**src/rtl/rr_arbiter_4.sv**
```systemverilog
//==============================================================================
// Module      : rr_arbiter_4
// Description : Four-requester round-robin arbiter with bounded hold time and
//               registered one-hot / index grant outputs.
// Revision    : 1.0 - initial release
//==============================================================================
`default_nettype none

module rr_arbiter_4 #(
    parameter int unsigned MAX_HOLD = 8
) (
    input  logic       clk,
    input  logic       rst_n,
    input  logic [3:0] req,
    output logic [3:0] gnt,
    output logic [1:0] gnt_idx,
    output logic       gnt_valid,
    output logic       preempt
);

    localparam logic [0:0] S_IDLE  = 1'b0;
    localparam logic [0:0] S_GRANT = 1'b1;

    localparam logic [7:0] c_hold_max = 8'(MAX_HOLD - 1);

    logic [0:0] r_state;
    logic [1:0] r_ptr;
    logic [7:0] r_hold_cnt;

    logic [3:0] w_mask;
    logic [1:0] w_start;
    logic [2:0] w_search;
    logic       w_found;
    logic [1:0] w_win;
    logic       w_rel_a;
    logic       w_rel_b;
    logic       w_release;

    // Returns {found, index} of the first set mask bit scanning from start.
    function automatic logic [2:0] f_search(input logic [3:0] mask, input logic [1:0] start);
        logic [2:0] res;
        logic [1:0] idx;
        res = 3'b000;
        for (int k = 3; k >= 0; k--) begin
            idx = start + 2'(k);
            if (mask[idx]) res = {1'b1, idx};
        end
        return res;
    endfunction

    function automatic logic [3:0] f_decode(input logic [1:0] idx);
        return 4'b0001 << idx;
    endfunction

    // While granted, only the other three masters compete for the handoff.
    always_comb begin
        w_mask  = req;
        w_start = r_ptr;
        if (r_state == S_GRANT) begin
            w_mask  = req & ~gnt;
            w_start = gnt_idx + 2'd1;
        end
    end

    assign w_search  = f_search(w_mask, w_start);
    assign w_found   = w_search[2];
    assign w_win     = w_search[1:0];
    assign w_rel_a   = ~req[gnt_idx];
    assign w_rel_b   = (r_hold_cnt == c_hold_max) && ((req & ~gnt) != 4'b0000);
    assign w_release = w_rel_a | w_rel_b;

    always_ff @(posedge clk or negedge rst_n) begin
        if (!rst_n) begin
            r_state    <= S_IDLE;
            r_ptr      <= 2'd0;
            r_hold_cnt <= 8'd0;
            gnt        <= 4'b0000;
            gnt_idx    <= 2'd0;
            gnt_valid  <= 1'b0;
            preempt    <= 1'b0;
        end else begin
            preempt <= 1'b0;
            case (r_state)
                S_IDLE: begin
                    if (w_found) begin
                        r_state    <= S_GRANT;
                        gnt_idx    <= w_win;
                        gnt        <= f_decode(w_win);
                        gnt_valid  <= 1'b1;
                        r_hold_cnt <= 8'd0;
                    end
                end
                S_GRANT: begin
                    if (w_release) begin
                        r_ptr   <= gnt_idx + 2'd1;
                        preempt <= ~w_rel_a;
                        if (w_found) begin
                            gnt_idx    <= w_win;
                            gnt        <= f_decode(w_win);
                            r_hold_cnt <= 8'd0;
                        end else begin
                            r_state   <= S_IDLE;
                            gnt       <= 4'b0000;
                            gnt_valid <= 1'b0;
                        end
                    end else if (r_hold_cnt != c_hold_max) begin
                        r_hold_cnt <= r_hold_cnt + 8'd1;
                    end
                end
                default: begin
                    r_state <= S_IDLE;
                end
            endcase
        end
    end

endmodule

`default_nettype wire
```
**config.mk**
```make
export PLATFORM = sky130hd
export DESIGN_NAME = rr_arbiter_4
export DESIGN_NICKNAME = d
export VERILOG_FILES = /design/src/rtl/rr_arbiter_4.sv
export SDC_FILE = /design/constraint.sdc
export NUM_CORES = 1
export LEC_CHECK = 0
export ABC_CLOCK_PERIOD_IN_PS = 3700
export CORE_MARGIN = 2
export CORE_UTILIZATION = 55
export DETAILED_ROUTE_END_ITERATION = 16
export GPL_TIMING_DRIVEN = 0
export PLACE_DENSITY = 0.82
export SYNTH_ARGS = -nofsm -noshare
export SYNTH_HDL_FRONTEND = slang
export SYNTH_SLANG_ARGS = --single-unit
```
**constraint.sdc**
```tcl
create_clock -name clk -period 3.7 [get_ports clk]
set_input_delay 0.74 -clock clk [delete_from_list [all_inputs] [get_ports clk]]
set_output_delay 0.74 -clock clk [all_outputs]
set_load 0.05 [all_outputs]
```
# ---- After elaboration in Yosys (flattened, before gate mapping)
# Cells that the tools add are included.
dict set report totals {
  ff_bits 19
  input_bits 6
  out_inout_bits 8
  elab_cells 70
}
dict set report op_classes {
  addsub 5
  order_cmp 5
  eq_ne 6
  n_shift 1
  n_mux 36
  bitwise_logic 5
  n_reduce_logical 5
}
# op count
set op_table {}
lappend op_table {{8-bit 2-to-1 mux} 3}
lappend op_table {{4-bit 2-to-1 mux} 4}
lappend op_table {{8-bit one-hot mux with 2 select lines} 1}
lappend op_table {{2-bit by 3-bit less-than comparator with 1-bit output (second input constant)} 5}
lappend op_table {{1-bit 2-to-1 mux} 12}
lappend op_table {{3-bit 2-to-1 mux} 4}
lappend op_table {{1-bit binary-select mux with 2-bit select} 5}
lappend op_table {{8-bit by 1-bit adder with 8-bit output (second input constant)} 1}
lappend op_table {{8-bit by 3-bit == test with 1-bit output (second input constant)} 1}
lappend op_table {{8-bit by 3-bit != test with 1-bit output (second input constant)} 1}
lappend op_table {{4-bit one-hot mux with 2 select lines} 1}
lappend op_table {{2-bit 2-to-1 mux} 3}
lappend op_table {{2-bit by 1-bit adder with 2-bit output (second input constant)} 2}
lappend op_table {{2-bit adder (second input constant)} 2}
lappend op_table {{4-bit AND} 1}
lappend op_table {{2-bit != test (second input constant)} 2}
lappend op_table {{4-bit inverter} 1}
lappend op_table {{1-bit one-hot mux with 2 select lines} 2}
lappend op_table {{2-bit one-hot mux with 2 select lines} 1}
lappend op_table {{2-bit AND reduction} 2}
lappend op_table {{4-bit nonzero test} 1}
lappend op_table {{1-bit by 2-bit left shift with 4-bit output (first input constant)} 1}
lappend op_table {{3-bit by 1-bit != test with 1-bit output (second input constant)} 1}
lappend op_table {{3-bit AND reduction} 1}
lappend op_table {{4 further kinds} 5}

# ---- Depth between registers and ports, before layout
dict set report logic_depth {
  depth_word 13
  depth_mapped 7
  ltp_nobuf 5
}

# ---- Least setup slack after synthesis
# No wires, ideal clock.
dict set report synth_timing {
  path_type {register -> register}
  startpoint {register gnt_idx[1]}
  endpoint {register gnt[0]}
  setup_ps 122
  arrival_ps 1943
  t_required_ps 3578
  path_slack_ps 1636
  stages_incl_launch_ff 5
  path_buffers 0
  synth_period_minus_slack_ps 2064
  cell_sequence {dfrtp_1 -> mux4_2 -> a21boi_1 -> mux2_2 -> a32o_1}
}
dict set report synth_between {
  elab_chain_len 13
  word_cells_on_any_way 29
  classes_between {add/sub (4); eq/ne (2); shift (1); mux (19); bitwise (2); reduce/logical (1)}
}
# element line_no
set synth_lines {}
lappend synth_lines {{start: declaration} 16} ;# output logic [1:0] gnt_idx,
lappend synth_lines {{start signal: assignment} 87} ;# gnt_idx <= w_win;
lappend synth_lines {{start signal: assignment} 98} ;# gnt_idx <= w_win;
lappend synth_lines {{2-bit by 1-bit adder with 2-bit output} 61} ;# w_start = gnt_idx + 2'd1;
lappend synth_lines {{2-bit 2-to-1 mux} 59} ;# if (r_state == S_GRANT) begin
lappend synth_lines {{2-bit adder} 45} ;# idx = start + 2'(k);
lappend synth_lines {{1-bit binary-select mux with 2-bit select} 46} ;# if (mask[idx]) res = {1'b1, idx};
lappend synth_lines {{1-bit 2-to-1 mux (implied by the code)} 46}
lappend synth_lines {{3-bit 2-to-1 mux (4 in a row)} 46}
lappend synth_lines {{1-bit by 2-bit left shift with 4-bit output} 52} ;# return 4'b0001 << idx;
lappend synth_lines {{4-bit 2-to-1 mux} 97} ;# if (w_found) begin
lappend synth_lines {{4-bit 2-to-1 mux} 94} ;# if (w_release) begin
lappend synth_lines {{4-bit one-hot mux with 2 select lines} 83} ;# case (r_state)
lappend synth_lines {{end signal: assignment} 88} ;# gnt <= f_decode(w_win);
lappend synth_lines {{end signal: assignment} 99} ;# gnt <= f_decode(w_win);
lappend synth_lines {{end: declaration} 15} ;# output logic [3:0] gnt,
# Parallel ways exist; a longest one is shown, timed or not. The select of a mux whose other input is x is not followed.
# A chain may end at the register's enable or synchronous reset.

# ---- Worst setup path after layout
dict set report layout_timing {
  startpoint {input req[2]}
  endpoint {register r_hold_cnt[5]}
}
dict set report layout_between {
  elab_chain_len 11
  word_cells_on_any_way 24
  classes_between {eq/ne (1); mux (18); bitwise (3); reduce/logical (2)}
}
# element line_no
set layout_lines {}
lappend layout_lines {{start: declaration} 14} ;# input logic [3:0] req,
lappend layout_lines {{4-bit AND} {60, 69}}
lappend layout_lines {{4-bit 2-to-1 mux} 59}
lappend layout_lines {{1-bit binary-select mux with 2-bit select} 46}
lappend layout_lines {{1-bit 2-to-1 mux (implied by the code)} 46}
lappend layout_lines {{3-bit 2-to-1 mux (4 in a row)} 46}
lappend layout_lines {{8-bit 2-to-1 mux} n/a}
lappend layout_lines {{8-bit 2-to-1 mux} 94}
lappend layout_lines {{8-bit one-hot mux with 2 select lines} 83}
lappend layout_lines {{end signal: assignment} 107} ;# r_hold_cnt <= r_hold_cnt + 8'd1;
lappend layout_lines {{end: declaration} 28} ;# logic [7:0] r_hold_cnt;
# Parallel ways exist; a longest one is shown, timed or not. The select of a mux whose other input is x is not followed.

==> flow_metrics.py <==
metrics = {
    "global_routing": {
        "grt_pass1_wl_mm": 4.416,
        "grt.total_usage_pct": 23.55,
        "grt_max_degree": 20,
        "grt_pass1_vias": 951,
        "grt_antenna_before_repair": 0,
        "grt_overflow_total": 0,
    },
    "min_path": {
        "hp-start": "r_hold_cnt[0]$_DFFE_PN0P_",
        "hold_path_class": "reg2reg",
        "min_path_cells": 1,
        "min_to": "r_hold_cnt[0]$_DFFE_PN0P_",
    },
    "routing": {
        "drc": 0,
        "viasPerCell": 6.282,
        "routed_wirelength_mm": 2.567,
        "final_antenna_net_count": 0,
        "firstDrtPassIters": 4,
        "routedWlPerCell_um": 15.75,
        "drtIter0Drc": 49,
        "vias": 1024,
    },
    "placed_design": {
        "port_buffers": 13,
        "dp_hpwl_mm": 1.811,
        "place_congestion": 0.9560,
        "place_ws_ns": 0.9920,
    },
    "pwr": {
        "p_seq_share_pct": 31.8,
        "clock_power_share_pct": 10.0,
        "total_leakage_power_nw": 0.5598,
        "power_w": 0.001109,
        "swShare_pct": 48.62,
        "cellPowerDensity_nw_per_um2": 841.9,
        "p_sw_w": 0.0005393,
        "vdd_ir_drop_max_v": 0.0005351,
        "comb_power_share_pct": 58.2,
        "p_int_w": 0.0005700,
    },
    "finish": {
        "drive_above_1_share_pct": 12.50,
        "area_growth_pct": 17.26,
        "fillers": 166,
        "diodes": 0,
        "mostFrequentLayoutCell": "dfrtp_1",
        "layout_common_cells": "dfrtp_1, clkdlybuf4s50_1, o21ai_0",
        "fin_nets": 144,
    },
    "run": {
        "max_cap_viol_count": 0,
    },
    "worst_setup_path": {
        "setup.worst_path.start_class": "input pin",
        "crit_family": "compound AO/OA/AOI/OAI gates",
        "critPathBufInv": 2,
        "worstSetupPathType": "in2reg",
        "reg2reg_slack_ns": 1.72,
        "rr_startpoint": "gnt_idx[1]$_DFFE_PN0P_",
        "cp_data_required_time_ns": 3.88,
        "cp_slowest_stage_delay_ns": 0.56,
        "critPathSlowestCell": "clkdlybuf4s50_1",
        "crit_chain": "clkdlybuf4s50_1 > or2b_1 > o211a_1 > and2_1 > buf_6 > o21ai_1 > a31oi_1",
        "cp.arrival_ns": 2.61,
        "crit_path_max_fanout": 10,
        "worstSetupEndpointType": "register",
        "r2r-end": "r_hold_cnt[5]$_DFFE_PN0P_",
        "r2r_cells": 5,
    },
    "timing": {
        "fin_tns_setup_ns": 0,
        "relSlewSlack_pct": 43.66,
        "finalCritPeriodShare_pct": 65.59,
        "worst_slew_pin_slew_ns": 0.8425,
        "fin_worst_skew_ns": 0.004435,
        "min_period_ns": 2.427,
        "rsz0062_at_grt": "no",
        "max_freq_mhz": 412.0,
        "finalHoldViolations": 0,
        "drv_slew": 0,
        "fin_ws_ns": 1.273,
        "finalSetupViolCount": 0,
    },
    "synth": {
        "ys_ff_latch": 19,
        "synth_edf_count": 0,
        "async_flop_share_pct": 100.0,
        "syn_nets": 126,
        "synth-warning-count": 0,
        "syn_area_um2": 1124,
        "synth_ff_type": "dfrtp_1",
        "avgSynthCellArea_um2": 9.442,
        "synthCells": 119,
        "seq_area_frac_synth_pct": 42.32,
        "synthDistinctLibCells": 43,
    },
    "die": {
        "start_util_pct": 57.86,
        "row_count": 16,
        "core_um2": 1942,
        "die_h_um": 49.20,
        "die_area_um2": 2421,
        "pin_count": 14,
        "die_width_um": 49.20,
    },
    "cts": {
        "htreeDepth": 1,
        "cts_root_buffer": "clkbuf_4",
        "cts_tree": "yes",
        "post_cts_buffers": 0,
        "post_cts_resized": 0,
        "cts_num_sinks": 19,
        "hold_buffers": 0,
        "numCtsBuffers": 3,
        "insertion_delay_ns": 0.30,
        "clockBufferDepth": 2,
        "clk_pin_slew_worst_paths_ns": 0.12,
    },
    "run_status": {
        "status": "finished clean",
    },
}
[synth_stat cells (all sizes together), types with 3 or more instances]
master	count	area [um2]
a21boi	4	30.02
a21oi	9	48.80
and3	3	18.77
buf	3	21.27
dfrtp	19	475.5
inv	6	22.52
mux2i	3	30.03
nand2	9	41.29
nand2b	4	25.02
nand3	5	25.02
nor2	8	32.54
o21a	4	30.03
o21ai	12	60.06
[power by group through the flow]
stage / sequential (W) / clock, W / combinational [W]
finish: 0.000352 / 0.000111 / 0.000646
CTS: 0.000347 / 0.000113 / 0.000642
global placement: 0.000347 / 0 / 0.000624
global route: 0.000361 / 0.000125 / 0.000710
detailed placement: 0.000350 / 0 / 0.000636
floorplan: 0.000443 / 0 / 0.000371
[registers in the layout, summed over array words and instances, names as in the netlist]
| signal | flops |
|---|---|
| gnt | 4 |
| gnt_idx | 2 |
| r_hold_cnt | 8 |
| preempt | 1 |
| r_ptr | 2 |
| r_state | 1 |
| gnt_valid | 1 |
[cells by family after synthesis]
group / synth area share [%]
mux: 6.681
buf+inv: 3.897
fa+ha+maj: 1.113
xor+xnor: 0.7797
simple gates: 18.26
flops: 42.32
compound gates: 26.95
[worst max-delay path by stage]
stage,slack (ns),depth (start not counted),startpoint,end
2_1_floorplan,1.64,4,gnt_idx[1]$_DFFE_PN0P_,gnt[0]$_DFFE_PN0P_
3_3_place_gp,1.00,7,req[2],r_hold_cnt[0]$_DFFE_PN0P_
6_report,1.27,7,req[2],r_hold_cnt[5]$_DFFE_PN0P_
5_1_grt,1.15,7,req[0],r_hold_cnt[3]$_DFFE_PN0P_
3_5_place_dp,0.99,7,req[2],r_hold_cnt[3]$_DFFE_PN0P_
4_1_cts,1.31,1,gnt_idx[0]$_DFFE_PN0P_,gnt_idx[0]
[final cells by class]
type / instances / area, um2 / area share, %
clock buffer: 3 / 22.52 / 1.709
clock inverter: 1 / 7.507 / 0.5698
inverter: 6 / 22.52 / 1.709
tap: 27 / 33.78 / 2.564
sequential: 19 / 475.5 / 36.09
buffer: 3 / 21.27 / 1.614
timing repair buffer: 13 / 130.1 / 9.877
multi-input combinational: 91 / 604.3 / 45.87
[layer usage]
metal	routed length (um)	share of wire, %	global-route usage, %
met1	1186	46	35.42
met2	1168	46	32.88
met3	172	6.7	4.908
met4	40	1.6	8.571
met5	0	0	0
[metrics by stage]
| step | utilization (%) | std cells | cell area [um2] | hold WS, ns |
|---|---|---|---|---|
| final | 67.85 | 163 | 1318 | 0.5081 |
| after global routing | 67.85 | 163 | 1318 | 0.5472 |
| after CTS | 67.85 | 163 | 1318 | 0.5107 |
| after detailed placement | 66.30 | 159 | 1287 | 0.4949 |
| after global placement | 66.30 | 159 | 1287 | 0.4878 |
| after floorplan | - | 119 | 1124 | 0.4444 |
(Power assumes the default switching activity.)
